$ cat config.mk
export PLATFORM = sky130hd
export DESIGN_NAME = serial_nibble_cmp_ctrl_flat
export DESIGN_NICKNAME = d
export VERILOG_FILES = /design/src/rtl/serial_nibble_cmp_ctrl_if.sv /design/src/rtl/serial_nibble_cmp_ctrl.sv /design/src/flat_wrapper.sv
export SDC_FILE = /design/constraint.sdc
export NUM_CORES = 1
export LEC_CHECK = 0
export BUFFER_PORTS_ARGS = -buffer_cell sky130_fd_sc_hd__buf_2
export CORE_AREA = 2 2 61 63
export CTS_CLUSTER_SIZE = 10
export DETAILED_ROUTE_END_ITERATION = 8
export DIE_AREA = 0 0 63 65
export PLACE_DENSITY_LB_ADDON = 0.25
export SYNTH_ARGS = -nofsm -noshare
export SYNTH_HDL_FRONTEND = slang
export SYNTH_SLANG_ARGS = --single-unit
$ cat constraint.sdc
create_clock -name clk -period 5.5 [get_ports clk]
set_clock_uncertainty 0.1 [all_clocks]
set_input_delay 0.275 -clock clk [delete_from_list [all_inputs] [get_ports clk]]
set_output_delay 0.275 -clock clk [all_outputs]
set_load 0.05 [all_outputs]
$ cat src/rtl/serial_nibble_cmp_ctrl_if.sv
// Operand/result bundle for the serial nibble comparator.
// The source drives start/A/B; the comparator returns busy/done and the result flags.
interface serial_nibble_cmp_ctrl_if #(
    parameter int unsigned WIDTH = 16
);
    localparam int unsigned NIB  = WIDTH / 4;
    localparam int unsigned IDXW = (NIB > 1) ? $clog2(NIB) : 1;

    logic             start;
    logic [WIDTH-1:0] A;
    logic [WIDTH-1:0] B;
    logic             busy;
    logic             done;
    logic             Greater;
    logic             Equal;
    logic [IDXW:0]    nib_count;

    modport master (
        output start, A, B,
        input  busy, done, Greater, Equal, nib_count
    );

    modport slave (
        input  start, A, B,
        output busy, done, Greater, Equal, nib_count
    );
endinterface

$ cat src/rtl/serial_nibble_cmp_ctrl.sv
// Magnitude comparator walking one shared 4-bit slice from the top nibble down, exiting early.
// Define SIGNED_CMP_EN to compare two's-complement operands (sign bit flipped on the top nibble).
module serial_nibble_cmp_ctrl #(
    parameter int unsigned WIDTH = 16
) (
    input logic                     clk,
    input logic                     rst_n,
    serial_nibble_cmp_ctrl_if.slave bus
);
    localparam int unsigned NIB  = WIDTH / 4;
    localparam int unsigned IDXW = (NIB > 1) ? $clog2(NIB) : 1;
    localparam logic [IDXW-1:0] IdxTop = IDXW'(NIB - 1);
    localparam logic [IDXW:0]   NibCnt = (IDXW + 1)'(NIB);

    typedef enum logic [0:0] {StIdle, StCmp} state_e;

    state_e           state_q, state_d;
    logic [WIDTH-1:0] ra_q, ra_d;
    logic [WIDTH-1:0] rb_q, rb_d;
    logic [IDXW-1:0]  idx_q, idx_d;
    logic             done_q, done_d;
    logic             greater_q, greater_d;
    logic             equal_q, equal_d;
    logic [IDXW:0]    cnt_q, cnt_d;

    logic [3:0] na, nb;
    logic [3:0] na_c, nb_c;

    always_ff @(posedge clk) begin
        if (!rst_n) begin
            state_q   <= StIdle;
            ra_q      <= '0;
            rb_q      <= '0;
            idx_q     <= '0;
            done_q    <= 1'b0;
            greater_q <= 1'b0;
            equal_q   <= 1'b0;
            cnt_q     <= '0;
        end else begin
            state_q   <= state_d;
            ra_q      <= ra_d;
            rb_q      <= rb_d;
            idx_q     <= idx_d;
            done_q    <= done_d;
            greater_q <= greater_d;
            equal_q   <= equal_d;
            cnt_q     <= cnt_d;
        end
    end

    always_comb begin
        na = ra_q[{idx_q, 2'b00} +: 4];
        nb = rb_q[{idx_q, 2'b00} +: 4];
`ifdef SIGNED_CMP_EN
        // Flipping the sign bit of the top nibble turns two's complement into offset binary.
        na_c = {na[3] ^ (idx_q == IdxTop), na[2:0]};
        nb_c = {nb[3] ^ (idx_q == IdxTop), nb[2:0]};
`else
        na_c = na;
        nb_c = nb;
`endif
    end

    always_comb begin
        state_d   = state_q;
        ra_d      = ra_q;
        rb_d      = rb_q;
        idx_d     = idx_q;
        done_d    = 1'b0;
        greater_d = greater_q;
        equal_d   = equal_q;
        cnt_d     = cnt_q;
        unique case (state_q)
            StIdle: begin
                if (bus.start) begin
                    ra_d    = bus.A;
                    rb_d    = bus.B;
                    idx_d   = IdxTop;
                    state_d = StCmp;
                end
            end
            StCmp: begin
                if (na_c > nb_c) begin
                    greater_d = 1'b1;
                    equal_d   = 1'b0;
                    done_d    = 1'b1;
                    cnt_d     = NibCnt - {1'b0, idx_q};
                    state_d   = StIdle;
                end else if (na_c < nb_c) begin
                    greater_d = 1'b0;
                    equal_d   = 1'b0;
                    done_d    = 1'b1;
                    cnt_d     = NibCnt - {1'b0, idx_q};
                    state_d   = StIdle;
                end else if (idx_q == '0) begin
                    greater_d = 1'b0;
                    equal_d   = 1'b1;
                    done_d    = 1'b1;
                    cnt_d     = NibCnt;
                    state_d   = StIdle;
                end else begin
                    idx_d = idx_q - IDXW'(1);
                end
            end
        endcase
    end

    always_comb begin
        bus.busy      = (state_q == StCmp);
        bus.done      = done_q;
        bus.Greater   = greater_q;
        bus.Equal     = equal_q;
        bus.nib_count = cnt_q;
    end
endmodule

$ cat src/flat_wrapper.sv
// flat-port wrapper written by rule: the top's interface ports become plain ports
module serial_nibble_cmp_ctrl_flat 
#(
    parameter int unsigned WIDTH = 16
)
  (clk, rst_n, bus_start, bus_A, bus_B, bus_busy, bus_done, bus_Greater, bus_Equal, bus_nib_count);
  serial_nibble_cmp_ctrl_if #(.WIDTH(WIDTH)) bus_i ();
  input logic clk;
  input logic rst_n;
  input wire logic [$bits(bus_i.start)-1:0] bus_start;
  input wire logic [$bits(bus_i.A)-1:0] bus_A;
  input wire logic [$bits(bus_i.B)-1:0] bus_B;
  output wire logic [$bits(bus_i.busy)-1:0] bus_busy;
  output wire logic [$bits(bus_i.done)-1:0] bus_done;
  output wire logic [$bits(bus_i.Greater)-1:0] bus_Greater;
  output wire logic [$bits(bus_i.Equal)-1:0] bus_Equal;
  output wire logic [$bits(bus_i.nib_count)-1:0] bus_nib_count;
  assign bus_i.start = bus_start;
  assign bus_i.A = bus_A;
  assign bus_i.B = bus_B;
  assign bus_busy = bus_i.busy;
  assign bus_done = bus_i.done;
  assign bus_Greater = bus_i.Greater;
  assign bus_Equal = bus_i.Equal;
  assign bus_nib_count = bus_i.nib_count;
  serial_nibble_cmp_ctrl #(.WIDTH(WIDTH)) u_core (.clk(clk), .rst_n(rst_n), .bus(bus_i));
endmodule
==> results.py, run 1 <==
metrics = {
    "floorplanning": {
        "io_pins": 42,
        "fp.dieH_microns": 65,
        "placementRows": 22,
        "initial_utilization_pct": 53.3,
        "die_x_microns": 63,
        "core_sq_um": 3500,
        "floorplan.die_area_sq_um": 4100,
    },
    "sta": {
        "fin_ws_ns": 2.89,
        "fin_crit_sh_pct": 47.5,
        "setup-tns-final_ns": 0,
        "hold_violations": 0,
        "worst_slew_pin_slew_ns": 1.05,
        "fin_worst_hold_slack_ns": 0.0593,
        "min_period_ns": 2.61,
        "final-setup-viol-count": 0,
        "max-slew-margin-rel_pct": 29.9,
        "drv_slew": 0,
        "rsz0062_at_grt": "false",
        "fmax_ghz": 0.383,
    },
    "logic_synthesis": {
        "netlist_area_sq_um": 1860,
        "netlist.area_leader.share_pct": 44.0,
        "synth_warnings": 0,
        "synth_edf_count": 0,
        "postSynthCellCount": 205,
        "synth_compound_area_share_pct": 20.1,
        "ys_seq_area_share_pct": 44.0,
        "synth_cell_type_count": 30,
        "async_flop_share_pct": 0,
        "synth-main-ff-cell": "dfxtp_1",
        "avgSynthCellArea_sq_um": 9.09,
        "yosys.area.top_type": "dfxtp_1",
        "synth_fa_ha_area_share_pct": 3.36,
        "postSynthNetCount": 245,
        "synthTopCellsByArea": "dfxtp_1 44%, nand2_1 14%, a21boi_1 13%",
        "ys_ff_latch": 41,
        "synthMuxAreaShare_pct": 9.66,
        "synth_top_family_by_area": "compound AO/OA/AOI/OAI gates",
        "synth_simple_gate_area_share_pct": 17.9,
        "synth_xor_area_share_pct": 0,
    },
    "final_layout": {
        "fin_util_pct": 60.8,
        "syn2layout_area_growth_pct": 14.0,
        "antenna_cells": 0,
        "mostFrequentLayoutCell": "nand2_1",
        "nets": 280,
        "instances_no_fill": 289,
        "final_cell_mix": "68 x nand2_1, 41 x buf_2, 41 x dfxtp_1",
        "layout-drive-gt1-share_pct": 26.1,
    },
    "detailed_routing": {
        "ant_nets": 0,
        "dr.pass1.iters": 4,
        "drc_errors": 0,
        "met1Wirelength_microns": 1650,
        "vias_per_cell": 5.04,
        "wirelength_microns": 3360,
        "num_vias": 1458,
        "wl_met3_microns": 163,
        "wl_met2_microns": 1520,
        "wl_per_cell_microns": 11.6,
        "drtIter0Drc": 59,
        "top_layer_used": "met4",
    },
    "clocking": {
        "cts.sinks": 41,
        "clock_latency_ns": 0.34,
        "clockRootBuffer": "clkbuf_4",
        "clk_pin_slew_ns": 0.11,
        "cts_tree": "yes",
        "postCtsSetupBuffers": 0,
        "cts_resized": 0,
        "cts_max_level": 2,
        "numCtsBuffers": 5,
        "cts_buffer_depth": 2,
        "cts_hold_buf": 0,
    },
    "worst_setup_path": {
        "crit_required_ns": 5.64,
        "worstSetupPathType": "register to register",
        "worstPathArrival_ns": 2.75,
        "startpoint_type": "register",
        "end_kind": "register",
        "path_max_fanout": 10,
    },
    "power": {
        "p_sw_share_pct": 29.6,
        "power_frac_seq_pct": 55.3,
        "power.density_nw_per_um2": 286,
        "p_clk_share_pct": 22.7,
        "p_switching_uw": 180,
        "ir_worst_vdd_mv": 0.147,
        "p_int_uw": 428,
        "combPwrFrac_pct": 22.0,
        "p_leak_nw": 0.900,
    },
    "place": {
        "placed_cells": 281,
        "dp.final_hpwl_microns": 2350,
        "place_congestion": 0.742,
        "post-place-ws_ns": 2.90,
        "port_buffers": 41,
    },
    "global_route": {
        "grt_pass1_wl_microns": 6040,
        "grt_overflow": 0,
        "first_global_vias": 1454,
        "antenna_found_initial": 0,
        "track_usage_pct": 18.9,
        "grt_max_degree": 44,
    },
    "min_path": {
        "hold_class": "input pin to register",
    },
    "job": {
        "maxCapViolations": 0,
    },
    "status": {
        "status": "complete, no violations",
    },
}
-- path summary, 6_finish.rpt --
path	from	to	slack (ns)	depth (start not counted)
max reg2reg	u_core.idx_q[1]$_SDFFE_PN0P_	u_core.idx_q[1]$_SDFFE_PN0P_	2.89	6
min reg2reg	u_core.ra_q[13]$_SDFFE_PN0P_	u_core.ra_q[13]$_SDFFE_PN0P_	0.36	2
max	u_core.idx_q[1]$_SDFFE_PN0P_	u_core.idx_q[1]$_SDFFE_PN0P_	2.89	6
min	bus_B[2]	u_core.rb_q[2]$_SDFFE_PN0P_	0.06	3
-- layer usage --
metal,GRT usage (%),vias up
li1,-,767
met1,22.2,654
met2,32.3,33
met3,4.17,4
met4,10.3,0
met5,0,-
-- synth_stat cells (2+ instances only) --
cell / instances
a31o_2: 2
a21boi_0: 2
clkbuf_1: 7
o21ai_1: 2
buf_2: 6
mux4_2: 8
nand3_1: 5
a21boi_1: 33
inv_1: 7
dfxtp_1: 41
o21a_1: 2
nand2_1: 68
ha_1: 5
-- per-stage QoR --
| step | power [mW] | instance area, sq um |
|---|---|---|
| floorplan | 0.444 | 1860 |
| global placement | 0.475 | 2080 |
| detailed placement | 0.477 | 2080 |
| CTS | 0.615 | 2120 |
| global route | 0.646 | 2120 |
| finish | 0.607 | 2120 |
-- state kept, by name, summed over array words and instances (netlist names) --
name	flops
u_core.bus.Equal	1
u_core.bus.nib_count	3
u_core.bus.busy	1
u_core.ra_q	16
u_core.idx_q	2
u_core.bus.Greater	1
u_core.rb_q	16
u_core.bus.done	1
-- cell type report --
class,count,area (sq um)
clock buffers,8,48.8
fillers,340,1370
inverters,8,30.0
multi-input cells,142,952
flip-flops and latches,41,821
well taps,48,60.1
repair buffers,42,213
-- critical path: stages (launching register included) --
cell and delay, ns:
dfxtp_1 0.66, mux4_2 0.57, ha_1 0.36, a21oi_2 0.22
a31o_2 0.25, nor3_2 0.07, o311a_1 0.28
-- cells by family (layout without fill, tap and decap cells) --
group / count (synthesis) / after routing
fa+ha+maj: 5 / 5
mux: 8 / 8
buf+inv: 22 / 58
compound gates: 49 / 49
flops: 41 / 41
simple gates: 80 / 80
-- power groups by stage --
stage | Combinational [mW] | Clock [mW] | Sequential (mW)
final | 0.134 | 0.138 | 0.336
after global routing | 0.150 | 0.157 | 0.339
after CTS | 0.135 | 0.144 | 0.336
after detailed placement | 0.134 | 0 | 0.343
after global placement | 0.133 | 0 | 0.342
after floorplan | 0.0965 | 0 | 0.347
Note: power is estimated with default switching activity, not from simulation.
==> run 2: changes to the inputs <==
- ABC_AREA: unset -> 1
- CORE_AREA: 2 2 61 63 -> 2 2 66 68
- DIE_AREA: 0 0 63 65 -> 0 0 68 70
- clock period: 5.5 -> 2.4 ns (I/O delays scaled with it)
==> run 2 against run 1 <==
Compared with the run above:
- non-clock buffer count is 32 higher
- final area is 16% higher
- worst hold slack better by 0.15 ns
- cell count is 28% higher
- power grew to 4.7 times the previous value
- sequential share of layout area is 5.3 points lower
- sequential power grew to 2.8 times the previous value
- combinational power grew to 11 times the previous value
- critical path type unchanged
==> results.py, run 2 <==
metrics = {
    "status": {
        "status": "complete, no violations",
    },
    "place": {
        "dp.final_hpwl_microns": 2670,
        "place_area_sq_um": 2050,
        "placed_cells": 332,
        "post-place-ws_ns": 0.267,
        "place_congestion": 0.738,
        "port_buffers": 41,
    },
    "global_route": {
        "grt_pass1_wl_microns": 7560,
        "antenna_found_initial": 0,
        "grt_max_degree": 39,
        "grt_overflow": 0,
        "track_usage_pct": 20.7,
        "first_global_vias": 1716,
    },
    "power": {
        "p_sw_share_pct": 44.7,
        "p_int_mw": 1.59,
        "ir_worst_vdd_mv": 0.450,
        "p_leak_nw": 1.14,
        "power.density_nw_per_um2": 1170,
        "combPwrFrac_pct": 51.5,
        "fin_total_pwr_mw": 2.87,
        "p_clk_share_pct": 15.4,
        "p_switching_mw": 1.29,
        "power_frac_seq_pct": 33.2,
    },
    "floorplanning": {
        "initial_utilization_pct": 45.0,
        "fp.dieH_microns": 70,
        "io_pins": 42,
        "floorplan.die_area_sq_um": 4760,
        "die_x_microns": 68,
        "placementRows": 24,
        "core_sq_um": 4140,
    },
    "final_layout": {
        "instances_no_fill": 371,
        "final_cell_mix": "79 x nor2_1, 41 x buf_2, 41 x dfxtp_1",
        "mostFrequentLayoutCell": "nor2_1",
        "antenna_cells": 0,
        "nets": 359,
        "fin_area_sq_um": 2460,
        "layout-drive-gt1-share_pct": 19.7,
        "syn2layout_area_growth_pct": 31.9,
        "fin_util_pct": 59.4,
    },
    "logic_synthesis": {
        "synth_edf_count": 0,
        "synth_commonest_cells": "79 x nor2_1, 41 x dfxtp_1, 33 x o21ai_0",
        "synth_cell_type_count": 26,
        "yosys.area.top_type": "dfxtp_1",
        "async_flop_share_pct": 0,
        "synthTopCellsByArea": "dfxtp_1 44%, nor2_1 16%, o21ai_0 8.9%",
        "synthMuxAreaShare_pct": 0,
        "synth_xor_area_share_pct": 0,
        "synth_top_family_by_area": "simple AND/OR/NAND/NOR gates",
        "netlist.area_leader.share_pct": 44.0,
        "avgSynthCellArea_sq_um": 7.37,
        "netlist_area_sq_um": 1870,
        "synth_compound_area_share_pct": 18.3,
        "synthMostInstantiatedCell": "nor2_1",
        "ys_ff_latch": 41,
        "synth-main-ff-cell": "dfxtp_1",
        "postSynthCellCount": 253,
        "synth_fa_ha_area_share_pct": 3.35,
        "synth_simple_gate_area_share_pct": 27.1,
        "ys_seq_area_share_pct": 44.0,
        "postSynthNetCount": 293,
        "synth_warnings": 0,
    },
    "sta": {
        "max-slew-margin-rel_pct": 54.9,
        "worst_slew_pin_slew_ns": 0.674,
        "fin_crit_sh_pct": 88.7,
        "drv_slew": 0,
        "rsz0062_at_grt": "false",
        "min_period_ns": 2.13,
        "setup-tns-final_ns": 0,
        "fmax_ghz": 0.470,
        "fin_ws_ns": 0.272,
        "final-setup-viol-count": 0,
        "fin_worst_hold_slack_ns": 0.207,
        "hold_violations": 0,
    },
    "detailed_routing": {
        "dr.pass1.iters": 4,
        "num_vias": 1788,
        "drc_errors": 0,
        "wl_per_cell_microns": 11.5,
        "wirelength_microns": 4260,
        "vias_per_cell": 4.82,
        "ant_nets": 0,
        "drtIter0Drc": 64,
    },
    "worst_setup_path": {
        "end_kind": "register",
        "crit_required_ns": 2.53,
        "path_cells": "inv_1, a21oi_1, a32o_1, ha_1, a21oi_2, nand2_2, nand2_2, nand2_2, nand3_1, nand2_1, nor2_1",
        "critPathMostFrequentCell": "nand2_2",
        "path_delay_family": "compound AO/OA/AOI/OAI gates",
        "regToRegEndpoint": "u_core.idx_q[0]$_SDFFE_PN0P_",
        "worstPathArrival_ns": 2.26,
        "path_max_fanout": 14,
        "startpoint_type": "register",
        "r2r-start": "u_core.idx_q[1]$_SDFFE_PN0P_",
        "crit_buf_inv": 1,
        "rrSetupSlack_ns": 0.27,
        "slowest_stage": "dfxtp_1",
        "slowest_delay_ns": 0.34,
        "r2r_cells": 11,
        "worstSetupPathType": "register to register",
    },
    "clocking": {
        "cts_max_level": 2,
        "clk_pin_slew_ns": 0.07,
        "cts_hold_buf": 32,
        "cts_resized": 0,
        "postCtsSetupBuffers": 0,
        "cts.sinks": 41,
        "clock_latency_ns": 0.29,
        "cts_buffer_depth": 2,
        "clockRootBuffer": "clkbuf_8",
        "numCtsBuffers": 5,
        "cts_tree": "yes",
    },
    "min_path": {
        "holdPathEnd": "u_core.bus.busy$_SDFF_PN0_",
        "min_path_cells": 4,
        "min_from": "bus_start",
        "hold_class": "input pin to register",
    },
    "job": {
        "maxCapViolations": 0,
    },
}
run 2: worst register-to-register path, delay by kind of cell, from the launching register on:
family / cells / cell delay [ns]
adder cells (fa/ha/maj): 1 / 0.31
AO/OA/AOI/OAI: 3 / 0.52
buffers and inverters: 1 / 0.29
flip-flops: 1 / 0.34
AND/OR/NAND/NOR: 6 / 0.52
run 2: power by group through the flow:
stage	logic, mW	registers [mW]	clock network [mW]
detailed placement	1.44	0.967	0
floorplan	1.13	1.06	0
finish	1.48	0.953	0.442
global placement	1.42	0.967	0
global route	1.68	0.977	0.489
CTS	1.49	0.954	0.454
run 2: cell families after synthesis:
logic type	after synthesis
adder cells (fa/ha/maj)	5
AO/OA/AOI/OAI	61
AND/OR/NAND/NOR	119
buffers and inverters	27
flip-flops	41
run 2: area by class of cell:
| cell class | instances | area [sq um] |
|---|---|---|
| sequential | 41 | 821 |
| multi-input combinational | 185 | 910 |
| tap | 52 | 65.1 |
| clock buffer | 7 | 86.3 |
| inverter | 12 | 45.0 |
| timing repair buffer | 74 | 533 |
| fill | 405 | 1680 |
run 2: metal layers:
metal / global-route usage [%] / wire [microns] / up-vias
met4: 6.89 / 59 / 0
met5: 0 / 0 / -
met3: 5.48 / 174 / 6
met2: 32.4 / 1950 / 39
met1: 27.3 / 2070 / 779
li1: - / - / 964
run 2: worst max path at each step:
stage | end | slack (ns) | startpoint | depth (start not counted)
2_1_floorplan | u_core.bus.nib_count[2]$_SDFFE_PN0P_ | 0.40 | u_core.idx_q[0]$_SDFFE_PN0P_ | 11
3_3_place_gp | u_core.idx_q[0]$_SDFFE_PN0P_ | 0.31 | u_core.idx_q[0]$_SDFFE_PN0P_ | 11
3_5_place_dp | u_core.idx_q[1]$_SDFFE_PN0P_ | 0.27 | u_core.idx_q[1]$_SDFFE_PN0P_ | 10
4_1_cts | u_core.idx_q[1]$_SDFFE_PN0P_ | 0.26 | u_core.idx_q[1]$_SDFFE_PN0P_ | 10
5_1_grt | u_core.idx_q[1]$_SDFFE_PN0P_ | 0.02 | u_core.idx_q[1]$_SDFFE_PN0P_ | 12
6_report | u_core.idx_q[0]$_SDFFE_PN0P_ | 0.27 | u_core.idx_q[1]$_SDFFE_PN0P_ | 11
==> run 3: changes to the inputs <==
- MAX_ROUTING_LAYER: unset -> met4
==> run 3 against run 2 <==
Compared with the run above:
- clock-buffer cell count unchanged
- flip-flop and latch count unchanged
- clock power about the same
- critical path depth unchanged
- via count up 0.34%
- die area unchanged
- register-to-register slack about the same
- combinational power about the same
- power about the same
- critical endpoint unchanged
- largest power group unchanged
==> results.py, run 3 (same netlist as run 2, synthesis figures left out) <==
metrics = {
    "sta": {
        "final-setup-viol-count": 0,
        "setup-tns-final_ns": 0,
        "min_period_ns": 2.14,
        "fin_crit_sh_pct": 89.1,
        "hold_violations": 0,
        "max-slew-margin-rel_pct": 55.1,
        "rsz0062_at_grt": "false",
        "worst_slew_pin_slew_ns": 0.672,
        "drv_slew": 0,
        "fmax_ghz": 0.468,
        "fin_worst_hold_slack_ns": 0.207,
    },
    "worst_setup_path": {
        "regToRegEndpoint": "u_core.idx_q[0]$_SDFFE_PN0P_",
        "worstSetupPathType": "register to register",
        "end_kind": "register",
        "worstSetupPathDepth": 11,
        "slowest_stage": "dfxtp_1",
        "r2r_cells": 11,
        "path_cells": "inv_1, a21oi_1, a32o_1, ha_1, a21oi_2, nand2_2, nand2_2, nand2_2, nand3_1, nand2_1, nor2_1",
        "slowest_delay_ns": 0.34,
        "crit_buf_inv": 1,
        "path_max_fanout": 14,
        "startpoint_type": "register",
        "critPathMostFrequentCell": "nand2_2",
        "r2r-start": "u_core.idx_q[1]$_SDFFE_PN0P_",
        "crit_required_ns": 2.53,
        "worstPathArrival_ns": 2.27,
        "path_delay_family": "compound AO/OA/AOI/OAI gates",
        "rrSetupSlack_ns": 0.26,
    },
    "floorplanning": {
        "placementRows": 24,
        "floorplan.die_area_sq_um": 4760,
        "io_pins": 42,
        "initial_utilization_pct": 45.0,
        "core_sq_um": 4140,
        "die_x_microns": 68,
        "fp.dieH_microns": 70,
    },
    "power": {
        "p_leak_nw": 1.14,
        "power.density_nw_per_um2": 1170,
        "ir_worst_vdd_mv": 0.451,
    },
    "final_layout": {
        "fin_util_pct": 59.4,
        "layout-drive-gt1-share_pct": 19.7,
        "multiInputGateArea_sq_um": 910,
        "fillers": 405,
        "antenna_cells": 0,
        "final_cell_mix": "79 x nor2_1, 41 x buf_2, 41 x dfxtp_1",
        "nets": 359,
        "seqCellArea_sq_um": 821,
        "syn2layout_area_growth_pct": 31.9,
        "mostFrequentLayoutCell": "nor2_1",
    },
    "clocking": {
        "cts_max_level": 2,
        "cts_tree": "yes",
        "cts_hold_buf": 32,
        "numCtsBuffers": 5,
        "clock_latency_ns": 0.29,
        "cts.sinks": 41,
        "cts_buffer_depth": 2,
        "cts_resized": 0,
        "clockRootBuffer": "clkbuf_8",
        "clk_pin_slew_ns": 0.07,
        "postCtsSetupBuffers": 0,
    },
    "global_route": {
        "grt_overflow": 0,
        "grt_max_degree": 39,
        "grt_pass1_wl_microns": 7580,
        "track_usage_pct": 21.3,
        "antenna_found_initial": 0,
        "first_global_vias": 1716,
    },
    "detailed_routing": {
        "drc_errors": 0,
        "num_vias": 1794,
        "ant_nets": 0,
        "vias_per_cell": 4.84,
        "dr.pass1.iters": 4,
        "wl_per_cell_microns": 11.5,
        "wirelength_microns": 4290,
        "drtIter0Drc": 86,
    },
    "min_path": {
        "hold_class": "input pin to register",
        "min_path_cells": 4,
        "min_from": "bus_start",
        "holdPathEnd": "u_core.bus.busy$_SDFF_PN0_",
    },
    "place": {
        "place_congestion": 0.747,
        "port_buffers": 41,
        "dp.final_hpwl_microns": 2670,
    },
    "status": {
        "status": "complete, no violations",
    },
    "job": {
        "maxCapViolations": 0,
    },
}
-- run 3: cell counts in the layout (fill, tap and decap cells not counted) --
Identical to the previous run, type by type.
-- run 3: how the worst max path moves through the flow --
| stage | start | endpoint | slack [ns] |
|---|---|---|---|
| 3_5_place_dp | u_core.idx_q[1]$_SDFFE_PN0P_ | u_core.idx_q[1]$_SDFFE_PN0P_ | 0.27 |
| 4_1_cts | u_core.idx_q[1]$_SDFFE_PN0P_ | u_core.idx_q[1]$_SDFFE_PN0P_ | 0.26 |
| 2_1_floorplan | u_core.idx_q[0]$_SDFFE_PN0P_ | u_core.bus.nib_count[2]$_SDFFE_PN0P_ | 0.40 |
| 5_1_grt | u_core.idx_q[1]$_SDFFE_PN0P_ | u_core.idx_q[1]$_SDFFE_PN0P_ | 0.02 |
| 6_report | u_core.idx_q[1]$_SDFFE_PN0P_ | u_core.idx_q[0]$_SDFFE_PN0P_ | 0.26 |
| 3_3_place_gp | u_core.idx_q[0]$_SDFFE_PN0P_ | u_core.idx_q[0]$_SDFFE_PN0P_ | 0.31 |
-- run 3: cell type report --
type	instances	area share, %
repair buffers	74	21.7
flip-flops and latches	41	33.4
well taps	52	2.64
clock buffers	7	3.51
inverters	12	1.83
multi-input cells	185	37.0
-- run 3: worst reg2reg max path: stages, from the launching register on --
cell and delay [ns]:
dfxtp_1 0.34, inv_1 0.29, a21oi_1 0.08, a32o_1 0.22, ha_1 0.31, a21oi_2 0.23
nand2_2 0.11, nand2_2 0.10, nand2_2 0.08, nand3_1 0.09, nand2_1 0.05, nor2_1 0.09
-- run 3: layer usage --
layer	track usage [%]	wire length, microns	vias to the layer above
met1	27.5	2120	794
met4	6.89	60	0
met5	-	0	-
met3	5.48	146	7
met2	32.4	1960	29
li1	-	-	964
-- run 3: stage by stage --
stage	cells	area (sq um)	setup WS [ns]	total power [mW]
3_3_place_gp	332	2050	0.307	2.39
2_1_floorplan	253	1870	0.400	2.18
3_5_place_dp	332	2050	0.267	2.41
6_report	371	2460	0.261	2.88
4_1_cts	371	2460	0.259	2.90
5_1_grt	371	2460	0.0245	3.15
-- run 3: power by group --
| part | total (mW) | internal, mW | switching (mW) |
|---|---|---|---|
| combinational | 1.48 | 0.522 | 0.958 |
| sequential | 0.953 | 0.839 | 0.115 |
| clock | 0.443 | 0.228 | 0.215 |
